===== src/rtl/disp_pkg.sv =====
// Shared definitions for the display bus: word width, opcode field values and arbiter FSM states.
package disp_pkg;

    localparam int unsigned WORD_W = 15;

    localparam logic [3:0] OP_X     = 4'b0000;
    localparam logic [3:0] OP_YMOVE = 4'b0010;
    localparam logic [3:0] OP_YDRAW = 4'b0011;

    typedef enum logic [1:0] {
        ST_IDLE = 2'd0,
        ST_ARB  = 2'd1,
        ST_XFER = 2'd2,
        ST_DONE = 2'd3
    } arb_state_t;

    // Width of an index into n requesters, never below one bit.
    function automatic int unsigned idx_w(input int unsigned n);
        return (n > 1) ? $clog2(n) : 1;
    endfunction

endpackage


===== src/rtl/rr_pick.sv =====
// Combinational round-robin pick: first requester after the last owner wins, one-hot result.
module rr_pick
    import disp_pkg::*;
#(
    parameter int unsigned NREQ = 2,
    parameter int unsigned IW   = idx_w(NREQ)
) (
    input  logic [NREQ-1:0] req,
    input  logic [IW-1:0]   last,
    output logic [NREQ-1:0] grant
);

    int unsigned idx;
    logic        found;

    always_comb begin
        grant = '0;
        found = 1'b0;
        idx   = 0;
        for (int unsigned k = 1; k <= NREQ; k++) begin
            idx = (32'(last) + k) % NREQ;
            if (!found && req[IW'(idx)]) begin
                grant[IW'(idx)] = 1'b1;
                found           = 1'b1;
            end
        end
    end

endmodule


===== src/rtl/display_bus_arbiter.sv =====
// Packet arbiter routing NREQ word-handshake sources onto one display port.
// Optional stall watchdog is enabled with the DISP_ARB_WATCHDOG_EN macro.
module display_bus_arbiter
    import disp_pkg::*;
#(
    parameter int unsigned NREQ     = 2,
    parameter int unsigned WD_LIMIT = 65535
) (
    input  logic                     clk,
    input  logic                     rst_n,
    input  logic [NREQ-1:0]          req,
    input  logic [NREQ-1:0]          req_ldav,
    input  logic [NREQ-1:0]          req_last,
    input  logic [WORD_W*NREQ-1:0]   req_data,
    output logic [NREQ-1:0]          req_lrfd,
    input  logic                     LRFD,
    output logic                     LDAV,
    output logic [WORD_W-1:0]        DATA,
    output logic [NREQ-1:0]          grant,
    output logic                     wd_err
);

    localparam int unsigned IW = idx_w(NREQ);

    if (NREQ < 2 || NREQ > 4 || WD_LIMIT < 1) begin : g_bad_param
        $error("display_bus_arbiter: NREQ must be 2..4 and WD_LIMIT at least 1");
    end

    arb_state_t          state_q, state_d;
    logic [NREQ-1:0]     grant_q, grant_d, pick, route;
    logic [NREQ-1:0]     lrfd_q, lrfd_d;
    logic [IW-1:0]       last_owner_q, last_owner_d, own_idx;
    logic                ldav_q, ldav_d;
    logic [WORD_W-1:0]   data_q, data_d;
    logic                last_q, last_d;
    logic                sel_req, sel_ldav, sel_last;
    logic [WORD_W-1:0]   sel_data;
    logic                timeout;

    rr_pick #(.NREQ(NREQ), .IW(IW)) u_rr_pick (
        .req   (req),
        .last  (last_owner_q),
        .grant (pick)
    );

    // The owner being routed: the fresh pick while leaving ARB, otherwise the held grant.
    assign route = (state_q == ST_ARB) ? pick : grant_q;

    always_comb begin
        own_idx  = '0;
        sel_req  = 1'b0;
        sel_ldav = 1'b1;
        sel_last = 1'b0;
        sel_data = '0;
        for (int unsigned i = 0; i < NREQ; i++) begin
            if (route[i]) begin
                own_idx  = IW'(i);
                sel_req  = req[i];
                sel_ldav = req_ldav[i];
                sel_last = req_last[i];
                sel_data = req_data[i*WORD_W +: WORD_W];
            end
        end
    end

`ifdef DISP_ARB_WATCHDOG_EN
    localparam int unsigned WD_W = $clog2(WD_LIMIT + 1);

    logic [WD_W-1:0] wd_cnt_q;
    logic            lrfd_prev_q, ldav_prev_q, wd_err_q;
    logic            wd_edge_c;

    assign wd_edge_c = (LRFD != lrfd_prev_q) || (sel_ldav != ldav_prev_q);
    assign timeout   = (state_q == ST_XFER) && (wd_cnt_q == WD_W'(WD_LIMIT));
    assign wd_err    = wd_err_q;

    // Counts XFER cycles with no handshake movement on either side of the routed port.
    always_ff @(posedge clk or negedge rst_n) begin
        if (!rst_n) begin
            wd_cnt_q    <= '0;
            lrfd_prev_q <= 1'b0;
            ldav_prev_q <= 1'b1;
            wd_err_q    <= 1'b0;
        end else begin
            lrfd_prev_q <= LRFD;
            ldav_prev_q <= sel_ldav;
            wd_err_q    <= timeout;
            if (state_q == ST_XFER && !wd_edge_c && !timeout) begin
                wd_cnt_q <= wd_cnt_q + WD_W'(1);
            end else begin
                wd_cnt_q <= '0;
            end
        end
    end
`else
    assign timeout = 1'b0;
    assign wd_err  = 1'b0;
`endif

    always_ff @(posedge clk or negedge rst_n) begin
        if (!rst_n) begin
            state_q <= ST_IDLE;
        end else begin
            state_q <= state_d;
        end
    end

    always_comb begin
        state_d = state_q;
        unique case (state_q)
            ST_IDLE: if (|req) state_d = ST_ARB;
            ST_ARB:  state_d = (|pick) ? ST_XFER : ST_IDLE;
            ST_XFER: begin
                // A word in flight (source LDAV low) is always finished before leaving.
                if (timeout)                   state_d = ST_DONE;
                else if (last_q && sel_ldav)   state_d = ST_DONE;
                else if (!sel_req && sel_ldav) state_d = ST_DONE;
            end
            ST_DONE: state_d = (|req) ? ST_ARB : ST_IDLE;
            default: state_d = ST_IDLE;
        endcase
    end

    // Output values are decoded from the next state so the registers line up with it.
    always_comb begin
        grant_d      = '0;
        lrfd_d       = '1;
        ldav_d       = 1'b1;
        data_d       = data_q;
        last_d       = 1'b0;
        last_owner_d = last_owner_q;
        if (state_d == ST_XFER) begin
            grant_d          = route;
            lrfd_d[own_idx]  = LRFD;
            ldav_d           = sel_ldav;
            data_d           = sel_data;
            last_d           = (!ldav_q && LRFD) ? sel_last : last_q;
        end
        if (state_d == ST_DONE && state_q == ST_XFER) begin
            last_owner_d = own_idx;
        end
    end

    always_ff @(posedge clk or negedge rst_n) begin
        if (!rst_n) begin
            grant_q      <= '0;
            lrfd_q       <= '1;
            ldav_q       <= 1'b1;
            data_q       <= '0;
            last_q       <= 1'b0;
            last_owner_q <= IW'(NREQ - 1);
        end else begin
            grant_q      <= grant_d;
            lrfd_q       <= lrfd_d;
            ldav_q       <= ldav_d;
            data_q       <= data_d;
            last_q       <= last_d;
            last_owner_q <= last_owner_d;
        end
    end

    assign req_lrfd = lrfd_q;
    assign LDAV     = ldav_q;
    assign DATA     = data_q;
    assign grant    = grant_q;

endmodule


===== config.mk =====
export PLATFORM = sky130hd
export DESIGN_NAME = display_bus_arbiter
export DESIGN_NICKNAME = d
export VERILOG_FILES = /design/src/rtl/disp_pkg.sv /design/src/rtl/rr_pick.sv /design/src/rtl/display_bus_arbiter.sv
export SDC_FILE = /design/constraint.sdc
export NUM_CORES = 1
export LEC_CHECK = 0
export BUFFER_PORTS_ARGS = -buffer_cell sky130_fd_sc_hd__buf_2
export CAP_MARGIN = 10
export CORE_MARGIN = 5
export CORE_UTILIZATION = 43
export CTS_BUF_LIST = sky130_fd_sc_hd__clkbuf_2 sky130_fd_sc_hd__clkbuf_4 sky130_fd_sc_hd__clkbuf_8
export DETAILED_ROUTE_END_ITERATION = 8
export PLACE_DENSITY = 0.81
export SYNTH_ARGS = -nofsm -noshare
export SYNTH_HDL_FRONTEND = slang
export SYNTH_SLANG_ARGS = --single-unit

===== constraint.sdc =====
create_clock -name clk -period 1.7 [get_ports clk]
set_input_delay 0.255 -clock clk [delete_from_list [all_inputs] [get_ports clk]]
set_output_delay 0.255 -clock clk [all_outputs]
set_load 0.02 [all_outputs]

Word level (Yosys, flattened, before mapping)
Index checks and enable logic that the tools add are counted.
Storage, ports and cells
  bits in registers: 24
  word-level logic and storage cells: 72
  output and inout bits: 21
  input bits: 39
Cells by class
  equality and inequality tests: 6
  magnitude comparators: 6
  bitwise logic cells: 3
  multiplexer cells: 34
  add/subtract/negate cells: 2
  reduce and logical (&&, ||, !) cells: 14
Operators by type and width (number)
  two-way mux 15 bit: 2
  two-way mux 1 bit: 19
  two-way mux 2 bit: 9
  == test 2 bit (second input constant): 4
  logical AND 1 bit: 8
  case mux 2 bit (4 select lines): 1
  < comparator 1 x 2 -> 1 bit (second input constant): 3
  bitwise OR 2 bit: 2
  OR reduction 2 bit: 2
  demux 1 bit (select 1 bit): 3
  greater-or-equal comparator 1 bit (second input constant): 3
  zero test 1 bit: 3
  adder 1 bit (second input constant): 2
  == test 2 x 1 -> 1 bit (second input constant): 1
  zero test 2 bit: 1
  inequality test 2 x 1 -> 1 bit (second input constant): 1
  NOT 2 bit: 1

Logic depth before layout (Yosys ltp)
  word-level depth: 18
  depth in mapped cells: 7
  gate-level depth less buffers: 6

Modules after synthesis
Synthesis repeated with hierarchy kept, for this count alone.
Second synthesis, totals
  cell total of the unflattened synthesis: 101
  area, all modules: 1321.3 um2
Modules (own cells, without submodules)
  display_bus_arbiter: sequential area each 605.6 um2, cells each 98, times used 1, area each 1302.5 um2
  rr_pick: sequential area each 0.0 um2, cells each 3, times used 1, area each 18.8 um2

Worst setup path before layout
Ideal clock, no wire load.
  path type: reg2reg
  start: register state_q[1]
  end: register data_q[0], in the netlist DATA[0]
  stages on the path, launching flop included: 8
  clock period less this slack: 1.850 ns
  library setup time: 0.128 ns
  setup slack: -0.150 ns
  required time: 1.572 ns
  data arrival time: 1.722 ns
  buffers on the path: 1
  cell sequence: dfrtp_1 > nand2b_1 > nand2_1 > a21oi_1 > and2_2 > o31ai_4 > buf_6 > mux2_1
On the way
  longest elaborated chain between the ends: 10
  elaborated cells on any way between the ends: 19
  classes of those cells: 4 x eq/ne; 11 x mux; 4 x reduce/logical
RTL lines
  start, declared: line display_bus_arbiter.sv:29  | arb_state_t state_q, state_d;
  start signal, assigned: line display_bus_arbiter.sv:104  | state_q <= state_d;
  == test 2 x 1 -> 1 bit: line display_bus_arbiter.sv:47, display_bus_arbiter.sv:110
  two-way mux 2 bit: line display_bus_arbiter.sv:47  | assign route = (state_q == ST_ARB) ? pick : grant_q;
  two-way mux 1 bit (2 in series): line display_bus_arbiter.sv:56  | if (route[i]) begin
  zero test 1 bit: line display_bus_arbiter.sv:117  | else if (!sel_req && sel_ldav) state_d = ST_DONE;
  logical AND 1 bit: line display_bus_arbiter.sv:117
  two-way mux 2 bit: line display_bus_arbiter.sv:117
  two-way mux 2 bit: line display_bus_arbiter.sv:116  | else if (last_q && sel_ldav) state_d = ST_DONE;
  case mux 2 bit (4 select lines): line display_bus_arbiter.sv:110  | unique case (state_q)
  == test 2 bit: line display_bus_arbiter.sv:132  | if (state_d == ST_XFER) begin
  end signal, assigned: line display_bus_arbiter.sv:156  | data_q <= data_d;
  end, declared: line display_bus_arbiter.sv:34  | logic [WORD_W-1:0] data_q, data_d;
Parallel ways exist; a longest one is shown, timed or not.
A chain may end at the register's enable or synchronous reset.

Worst setup path after layout
  start: register state_q[1]
  end: register data_q[14], in the netlist DATA[14]
The elaborated chain is that of the path after synthesis.

==> flow_summary.json <==
{
  "wl_um": 3940,
  "holdCritStartpoint": "LRFD",
  "root_buffer": "clkbuf_4",
  "cp-end-kind": "register",
  "synthesis.instances": 129,
  "worstSetupStartpointType": "register",
  "detail-route-antenna-nets": 0,
  "hold_viol_final": 0,
  "synth_compound_area_share_pct": 7.64,
  "synth_simple_gate_area_share_pct": 25.3,
  "synth_mux_area_share_pct": 14.4,
  "vdd_drop_max_mv": 1.22,
  "place_area_um2": 1700,
  "yosys_warnings": 0,
  "syn_area_per_cell_um2": 9.65,
  "p_int_uw": 2220,
  "hold_path_class": "in -> reg",
  "grt_pass1_wl_um": 5970,
  "crit_type": "reg -> reg",
  "crit_path_max_incr_delay_ns": 0.44,
  "max-cap-violations": 0,
  "required_ns": 1.90,
  "r2r_slack_ns": -0.28,
  "gp_congestion": 0.833,
  "synthAdderAreaFrac_pct": 0,
  "first_iter_violations": 40,
  "reg2reg_from": "state_q[1]$_DFF_PN0_",
  "core-area_um2": 2760,
  "fp.dieW_um": 63.8,
  "areaGrowthSynthToFinish_pct": 57.4,
  "viasPerCell": 5.14,
  "nets": 251,
  "drcViolationCount": 0,
  "skew_ns": 0.00576,
  "stdcell_count": 242,
  "power_frac_clock_pct": 7.9,
  "swShare_pct": 40.3,
  "final_area_um2": 1960,
  "firstDrtPassIters": 4,
  "max_freq_mhz": 506,
  "grt-ovfl-total": 0,
  "synth_top_family_by_area": "simple AND/OR/NAND/NOR gates",
  "vias": 1243,
  "hpwl_um": 2590,
  "violations": "negative setup slack",
  "slew_viol_final": 0,
  "combinationalPowerShare_pct": 66.1,
  "antenna_found_initial": 0,
  "hold_depth": 2,
  "worstPathMaxFanout": 5,
  "final_layout_size_suffix_gt1_share_pct": 57.3,
  "grt_use_total_pct": 18.3,
  "rows": 19,
  "syn-num-nets": 168,
  "htree_levels": 1,
  "rsz0062_at_grt": "yes",
  "status": "finished, violations left",
  "io_pins": 60,
  "p_seq_share_pct": 26.0,
  "setup_viol": 19,
  "leakage_uw": 0.00109,
  "clkTransAtPathRegs_ns": 0.12,
  "numCtsBuffers": 3,
  "cp_cell_sequence": "nor2b_4 > mux2i_4 > nor2_4 > o31ai_4 > buf_6 > clkbuf_16 > mux2_4",
  "dp_cells": 229,
  "synth_seq_cells": 24,
  "grt_max_degree": 25,
  "final_util_pct": 71.1,
  "switching_power_uw": 1500,
  "crit_slowest_cell": "dfrtp_1",
  "holdWs_ns": 0.159,
  "grt_pass1_vias": 1359,
  "min_to": "req_lrfd[1]$_DFF_PN1_",
  "ctsLongestPathBuffers": 2,
  "synth_xor_area_share_pct": 0,
  "slew_headroom_pct": 64.2,
  "finalSetupTns_ns": -3.81,
  "clock-sinks": 24,
  "tightest_slew_ns": 0.537,
  "fin_crit_sh_pct": 116,
  "die_area_um2": 4070,
  "diodes": 0,
  "wl_per_cell_um": 16.3,
  "worstPathArrival_ns": 2.18,
  "initial_core_util_pct": 45.1,
  "fin_crit_ns": 1.98,
  "cts_tree": "yes",
  "num-fill-cells": 199,
  "p_per_area_nw_per_um2": 1900,
  "ys_types": 28,
  "portBuffers": 58,
  "netlist_area_um2": 1240,
  "ff2ff_path_depth": 7,
  "regToRegEndpoint": "DATA[14]$_DFFE_PN0N_",
  "die_h_um": 63.8,
  "clk-insertion-delay-late_ns": 0.31,
  "seq_area_frac_synth_pct": 48.6,
  "fin_ws_ns": -0.278
}
how the worst max path moves through the flow:
stage | startpoint | endpoint | slack (ns) | depth (start not counted)
CTS | state_q[1]$_DFF_PN0_ | DATA[5]$_DFFE_PN0N_ | -0.20 | 7
global route | state_q[1]$_DFF_PN0_ | DATA[14]$_DFFE_PN0N_ | -0.31 | 7
finish | state_q[1]$_DFF_PN0_ | DATA[14]$_DFFE_PN0N_ | -0.28 | 7
global placement | state_q[1]$_DFF_PN0_ | DATA[8]$_DFFE_PN0N_ | -0.14 | 6
detailed placement | last_owner_q$_DFFE_PN1P_ | DATA[9]$_DFFE_PN0N_ | -0.22 | 6
floorplan | state_q[0]$_DFF_PN0_ | DATA[0]$_DFFE_PN0N_ | -0.10 | 6
per-stage QoR:
step	total power, uW	setup slack, ns
after floorplan	2120	-0.105
after global placement	2700	-0.140
after detailed placement	2780	-0.224
after CTS	3430	-0.198
after global routing	3930	-0.311
final	3720	-0.278
cell usage in the layout (no fill, tap or decap), types with 2 or more instances in the layout:
cell type,count
mux2_4,15
dfrtp_1,20
nor2_1,4
or3_1,2
dfstp_2,4
buf_4,21
a211oi_2,2
buf_2,58
buf_6,2
clkbuf_4,3
nand2_1,35
nor2b_1,2
a21oi_1,3
nand3_1,15
nand2b_4,2
per-layer routing:
layer / vias up / global-route usage (%) / wire (um) / share of wire [%]
li1: 599 / - / - / -
met1: 591 / 20.0 / 1620 / 41
met2: 43 / 34.7 / 2050 / 52
met3: 10 / 2.10 / 167 / 4.2
met4: 0 / 8.31 / 97 / 2.5
met5: - / 0 / 0 / 0
synth_stat cells:
cell type,number,share of area [%]
o21ai_1,1,0.40
dfrtp_1,20,40
nand2b_1,3,1.5
nand3_1,16,6.4
nor2_1,5,1.5
a211oi_1,2,1.2
dfstp_2,4,8.4
o21bai_1,1,0.60
buf_4,1,0.60
o31ai_4,1,1.7
a211o_1,1,0.70
a21boi_1,1,0.60
nor2b_1,2,1.0
nor3_1,1,0.40
and3_1,1,0.50
or3_1,2,1.0
o21ai_0,1,0.40
buf_6,2,1.8
and3b_1,1,0.70
mux2i_1,1,0.80
conb_1,1,0.30
mux2_1,15,14
clkbuf_1,3,0.90
and2_2,1,0.60
buf_2,1,0.40
nand2_1,35,11
a21oi_1,5,2.0
nor2b_4,1,1.1
worst max-delay path, delay by kind of cell (launching register included):
family	cells	cell delay, ns
muxes	2	0.63
DFF	1	0.44
buffers and inverters	2	0.31
AOI/OAI and AO/OA	1	0.27
and+or+nand+nor	2	0.24
power by group through the flow:
stage | sequential, uW | clock, uW | combinational [uW]
2_1_floorplan | 1200 | 0 | 928
3_3_place_gp | 951 | 0 | 1750
3_5_place_dp | 960 | 0 | 1820
4_1_cts | 954 | 302 | 2180
5_1_grt | 994 | 327 | 2610
6_report | 967 | 295 | 2460
sequential cells by signal (all words and copies together) (netlist names):
name,flops
req_lrfd,2
last_q,1
last_owner_q,1
grant,2
DATA,15
LDAV,1
state_q,2
logic make-up (layout without fill, tap and decap cells):
| group | after synthesis | after routing |
|---|---|---|
| other | 1 | 1 |
| muxes | 16 | 16 |
| DFF | 24 | 24 |
| and+or+nand+nor | 68 | 68 |
| AOI/OAI and AO/OA | 13 | 13 |
| buffers and inverters | 7 | 89 |
what timing repair did:
item | 4_1_cts | 5_1_grt
endpoints found under the hold margin | 20 | 0
hold buffers | 1 | 0
setup endpoints to repair | 19 | 22
pin swaps | 3 | 2
cloned | 1 | 1
resized for setup | 14 | 17
setup buffers | 6 | 1
cell type report:
class,instances,area [um2],area share (%)
Timing Repair Buffer,85,541,27.6
Tap cell,31,38.8,1.98
Clock buffer,4,36.3,1.85
Multi-Input combinational cell,98,738,37.7
Sequential cell,24,606,30.9
No activity file was read; power rests on OpenSTA's default activity.
